[src/rtl/multi_key_ctrl.sv]
// N-key push-button front end: sync, debounce, press / long-press pulses
// and a per-key toggle or follow output level.
module multi_key_ctrl #(
  parameter logic [27:0]        FREQ        = 28'd25_000_000,
  parameter int                 KEY_NUM     = 4,
  parameter logic               KEY_ACT     = 1'b0,
  parameter int                 DEB_MS      = 20,
  parameter int                 LONG_MS     = 1000,
  parameter logic [KEY_NUM-1:0] TOGGLE_MASK = {KEY_NUM{1'b1}},
  parameter logic               LONG_CLR    = 1'b1
) (
  input  logic               clk,
  input  logic               rst,
  input  logic [KEY_NUM-1:0] key_in,
  output logic [KEY_NUM-1:0] key_level,
  output logic [KEY_NUM-1:0] key_press,
  output logic [KEY_NUM-1:0] key_long,
  output logic [KEY_NUM-1:0] state_out
);

  localparam int CYC_MS   = int'(FREQ) / 1000;
  localparam int DEB_CNT  = CYC_MS * DEB_MS;
  localparam int LONG_CNT = CYC_MS * LONG_MS;
  localparam int DW       = $clog2(DEB_CNT + 1);
  localparam int HW       = $clog2(LONG_CNT + 1);

  localparam logic [DW-1:0] DEB_MAX  = DW'(DEB_CNT);
  localparam logic [DW-1:0] DEB_ONE  = DW'(1);
  localparam logic [HW-1:0] LONG_MAX = HW'(LONG_CNT);
  localparam logic [HW-1:0] HOLD_ONE = HW'(1);

  typedef enum logic [2:0] {
    IDLE,
    PRESS_DB,
    HELD,
    LONG,
    REL_DB
  } state_t;

  for (genvar i = 0; i < KEY_NUM; i++) begin : g_key
    logic [1:0]    sync;
    logic          s;
    state_t        st;
    logic [DW-1:0] deb;
    logic [HW-1:0] hold;
    logic          level;
    logic          press;
    logic          lng;
    logic          sout;
    logic          counting;
    logic          long_hit;

    assign s        = (sync[1] == KEY_ACT);
    assign counting = (st == HELD || st == REL_DB)
                      && (hold != LONG_MAX);
    assign long_hit = counting && (hold + HOLD_ONE == LONG_MAX);

    always_ff @(posedge clk or posedge rst) begin
      if (rst) begin
        sync  <= {2{~KEY_ACT}};
        st    <= IDLE;
        deb   <= '0;
        hold  <= '0;
        level <= 1'b0;
        press <= 1'b0;
        lng   <= 1'b0;
        sout  <= 1'b0;
      end else begin
        sync  <= {sync[0], key_in[i]};
        press <= 1'b0;
        lng   <= 1'b0;
        // hold time keeps running through release bounce
        if (counting) begin
          hold <= hold + HOLD_ONE;
          if (long_hit) begin
            lng <= 1'b1;
            if (TOGGLE_MASK[i] && LONG_CLR)
              sout <= 1'b0;
          end
        end
        unique case (st)
          IDLE: begin
            if (s) begin
              st  <= PRESS_DB;
              deb <= DEB_ONE;
            end
          end
          PRESS_DB: begin
            if (!s) begin
              st  <= IDLE;
              deb <= '0;
            end else if (deb == DEB_MAX) begin
              st    <= HELD;
              deb   <= '0;
              hold  <= '0;
              press <= 1'b1;
              level <= 1'b1;
              sout  <= TOGGLE_MASK[i] ? ~sout : 1'b1;
            end else begin
              deb <= deb + DEB_ONE;
            end
          end
          HELD: begin
            if (!s) begin
              st  <= REL_DB;
              deb <= DEB_ONE;
            end else if (long_hit) begin
              st <= LONG;
            end
          end
          LONG: begin
            if (!s) begin
              st  <= REL_DB;
              deb <= DEB_ONE;
            end
          end
          REL_DB: begin
            if (s) begin
              st  <= (hold == LONG_MAX || long_hit) ? LONG : HELD;
              deb <= '0;
            end else if (deb == DEB_MAX) begin
              st    <= IDLE;
              deb   <= '0;
              hold  <= '0;
              level <= 1'b0;
              if (!TOGGLE_MASK[i])
                sout <= 1'b0;
            end else begin
              deb <= deb + DEB_ONE;
            end
          end
          default: begin
            st  <= IDLE;
            deb <= '0;
          end
        endcase
      end
    end

    assign key_level[i] = level;
    assign key_press[i] = press;
    assign key_long[i]  = lng;
    assign state_out[i] = sout;
  end

endmodule
[config.mk]
export PLATFORM = sky130hd
export DESIGN_NAME = multi_key_ctrl
export DESIGN_NICKNAME = d
export VERILOG_FILES = /design/src/rtl/multi_key_ctrl.sv
export SDC_FILE = /design/constraint.sdc
export NUM_CORES = 1
export LEC_CHECK = 0
export ABC_AREA = 1
export CORE_MARGIN = 2
export CORE_UTILIZATION = 45
export DETAILED_ROUTE_END_ITERATION = 16
export GPL_TIMING_DRIVEN = 1
export PLACE_DENSITY = 0.61
export SLEW_MARGIN = 20
export SYNTH_ARGS = -nofsm -noshare
export SYNTH_HDL_FRONTEND = slang
export SYNTH_SLANG_ARGS = --single-unit
[constraint.sdc]
create_clock -name clk -period 7.65 [get_ports clk]
set_input_delay 1.1475 -clock clk [delete_from_list [all_inputs] [get_ports clk]]
set_output_delay 1.1475 -clock clk [all_outputs]
set_load 0.01 [all_outputs]
==> results.py <==
metrics = {
    "status": {
        "status": "finished, final reports clean",
    },
    "route": {
        "routedWlPerCell_um": 13.2,
        "vias_per_cell": 5.24,
        "drt_iter0_drc": 887,
        "via_count": 12850,
        "firstDrtPassIters": 7,
        "drtAntennaViolNets": 0,
        "drc_errors": 0,
        "drt-total-wl_um": 32500,
    },
    "layout": {
        "fill_cells": 3084,
        "final_cell_mix": "nand2_1 (514), nor2_1 (336), inv_1 (245)",
        "drive_gt1_frac": 0.0627,
        "area_delta_synth_final_pct": 10.0,
        "seq_area_um2": 5320,
        "multi_input_area_um2": 7330,
        "fin_nets": 2062,
        "final_common_cell": "nand2_1",
        "instances_no_fill": 2454,
        "antenna_cells": 0,
    },
    "power_and_ir_drop": {
        "ir_worst_vdd_mv": 0.169,
        "leakagePower_nw": 6.95,
        "p_per_area_nw_per_um2": 304,
        "p_total_mw": 4.64,
    },
    "critical_path": {
        "worst-setup-path-type": "reg2reg",
        "cp_max_fo": 30,
        "crit_buf_inv": 2,
        "cp_slowest_cell": "inv_1",
        "critPathMaxStageDelay_ps": 920,
        "critical_path.top_delay_family": "simple AND/OR/NAND/NOR gates",
        "critPathLaunch": "g_key[1].hold[0]",
        "start_kind": "flop",
        "r2r_end": "g_key[1].lng",
        "cp.required_ps": 8090,
        "r2r_start": "g_key[1].hold[0]",
        "reg2regPathDepth": 11,
        "regToRegSetupSlack_ps": 4590,
        "worstPathArrival_ps": 3500,
        "critPathCapture": "g_key[1].lng",
        "endpoint_kind": "flop",
        "path_cells": "inv_1, ha_1, nand3_1, nor2_1, nand3_1, nand2_1, inv_1, nand2_1, nor4_1, nand4_1, nor3_1",
        "path_depth": 11,
    },
    "sta": {
        "slew_violations": 0,
        "setup_viol": 0,
        "fin_skew_ps": 14.1,
        "period_needed_ps": 3060,
        "tns_ps": 0,
        "fin_crit_sh": 0.400,
        "slew_headroom": 0.379,
        "fmax_mhz": 327,
        "tightest_slew_ps": 928,
        "setup_ws_ps": 4590,
        "finalHoldViolations": 0,
        "hold_ws_ps": 355,
        "rsz0062_at_grt": "false",
    },
    "clock_tree": {
        "clkLatencyLatePin_ps": 540,
        "cts_resized": 0,
        "clockBufferDepth": 3,
        "cts_buffers": 27,
        "clock_sinks": 212,
        "cts_setup_buffers": 0,
        "cts_tree": "done",
        "ctsHoldBuffers": 0,
        "cts_root_buf": "clkbuf_16",
        "clk_pin_slew_worst_paths_ps": 60,
        "htreeDepth": 1,
    },
    "logic_synthesis": {
        "syn-cell-area_um2": 13900,
        "synth_nets": 2055,
        "async_flop_share": 1.00,
        "seq_area_frac_synth": 0.383,
        "synth_edf_count": 0,
        "yosys_most_used_dff": "dfrtp_1",
        "yosysWarningCount": 0,
        "synth.avg_cell_area_um2": 6.84,
        "synth-seq-cells": 212,
        "yosysUniqueCellTypes": 53,
        "syn_inst": 2030,
    },
    "place": {
        "place.gp.congestion": 0.896,
        "dp_hpwl_um": 23100,
        "dp_slack_ps": 4200,
        "port_buffers": 21,
        "dp.cells": 2404,
    },
    "global_route": {
        "use_met3": 0.0221,
        "grtUsageMet1": 0.291,
        "overflow": 0,
        "grt_use_total": 0.203,
        "met2_usage": 0.333,
        "antenna_found_initial": 0,
        "grt_max_degree": 146,
        "first_global_vias": 12104,
        "grt.busiest_layer": "met2",
        "grt_pass1_wl_um": 57200,
    },
    "floorplan": {
        "die_x_um": 180,
        "core_area_um2": 30500,
        "io_pins": 22,
        "rows": 64,
        "die_area_um2": 32300,
        "initial_core_util": 0.455,
        "die_y_um": 180,
    },
    "hold_path": {
        "min_from": "g_key[2].sync[0]",
        "min_path_type": "reg2reg",
    },
    "flow_run": {
        "max-cap-violations": 0,
    },
}
## kinds of logic after synthesis
group,synth area share
buffers and inverters,0.0893
DFF,0.383
adders and majority gates,0.0171
and+or+nand+nor,0.381
AOI/OAI and AO/OA,0.107
xor gates and xnor gates,0.0227
## layer usage
layer	routed length (um)	up-vias
met5	0	-
met1	16400	6028
met3	1090	44
met2	14500	192
met4	580	0
li1	-	6586
## final cells by class
type                       instances  share of cell area
tap                              396              0.0324
sequential                       212               0.348
timing repair buffer              27              0.0167
multi-input combinational       1509               0.480
clock inverter                     6             0.00565
clock buffer                      44              0.0524
inverter                         260              0.0647
## flip-flops by register name (all words and copies together), names as in the netlist
name,count
g_key.deb,76
g_key.sout,4
g_key.press,4
g_key.sync,8
g_key.level,4
g_key.st,12
g_key.lng,4
g_key.hold,100
## through the flow
step	cell area (um2)	utilization
floorplan	13900	-
global placement	14400	0.471
detailed placement	14400	0.471
CTS	15300	0.500
global route	15300	0.501
finish	15300	0.501
## cell usage after synthesis (4+ instances only)
| library cell | count | area share |
|---|---|---|
| nor2_2 | 19 | 0.0086 |
| ha_1 | 19 | 0.017 |
| dfrtp_1 | 204 | 0.37 |
| nor4_1 | 24 | 0.011 |
| buf_2 | 13 | 0.0047 |
| a31oi_1 | 7 | 0.0032 |
| nor3b_1 | 9 | 0.0049 |
| nor2_1 | 336 | 0.091 |
| nor3_1 | 59 | 0.021 |
| o2111a_1 | 4 | 0.0032 |
| xnor2_1 | 8 | 0.0050 |
| nand2_2 | 19 | 0.0086 |
| clkbuf_1 | 17 | 0.0046 |
| xor2_1 | 28 | 0.018 |
| nand2_1 | 514 | 0.14 |
| inv_1 | 246 | 0.067 |
| nand3_1 | 128 | 0.046 |
| a21oi_1 | 73 | 0.026 |
| inv_2 | 11 | 0.0030 |
| o21ai_0 | 89 | 0.032 |
| o21ai_1 | 7 | 0.0025 |
| nor2_4 | 11 | 0.0089 |
| dfstp_2 | 8 | 0.015 |
| o21bai_1 | 10 | 0.0054 |
| o22ai_1 | 9 | 0.0041 |
| buf_4 | 17 | 0.0092 |
| nand3b_1 | 13 | 0.0070 |
| nand4_1 | 55 | 0.025 |
| a211oi_1 | 35 | 0.019 |
## where the power goes
part / switching [mW] / total, mW / leakage (nW) / internal, mW
Sequential: 0.292 / 1.64 / 2.62 / 1.34
Combinational: 1.17 / 1.73 / 3.91 / 0.566
Clock: 0.493 / 1.27 / 0.430 / 0.777
## worst min path at each step
stage / end / slack (ps) / cells after the start
6_report: g_key[2].sync[1] / 360 / 0
5_1_grt: g_key[1].sync[1] / 360 / 0
4_1_cts: g_key[2].sync[1] / 360 / 0
3_5_place_dp: g_key[1].sync[1] / 350 / 0
3_3_place_gp: g_key[1].sync[1] / 350 / 0
2_1_floorplan: g_key[0].sync[1] / 350 / 0
(Power assumes the default switching activity.)
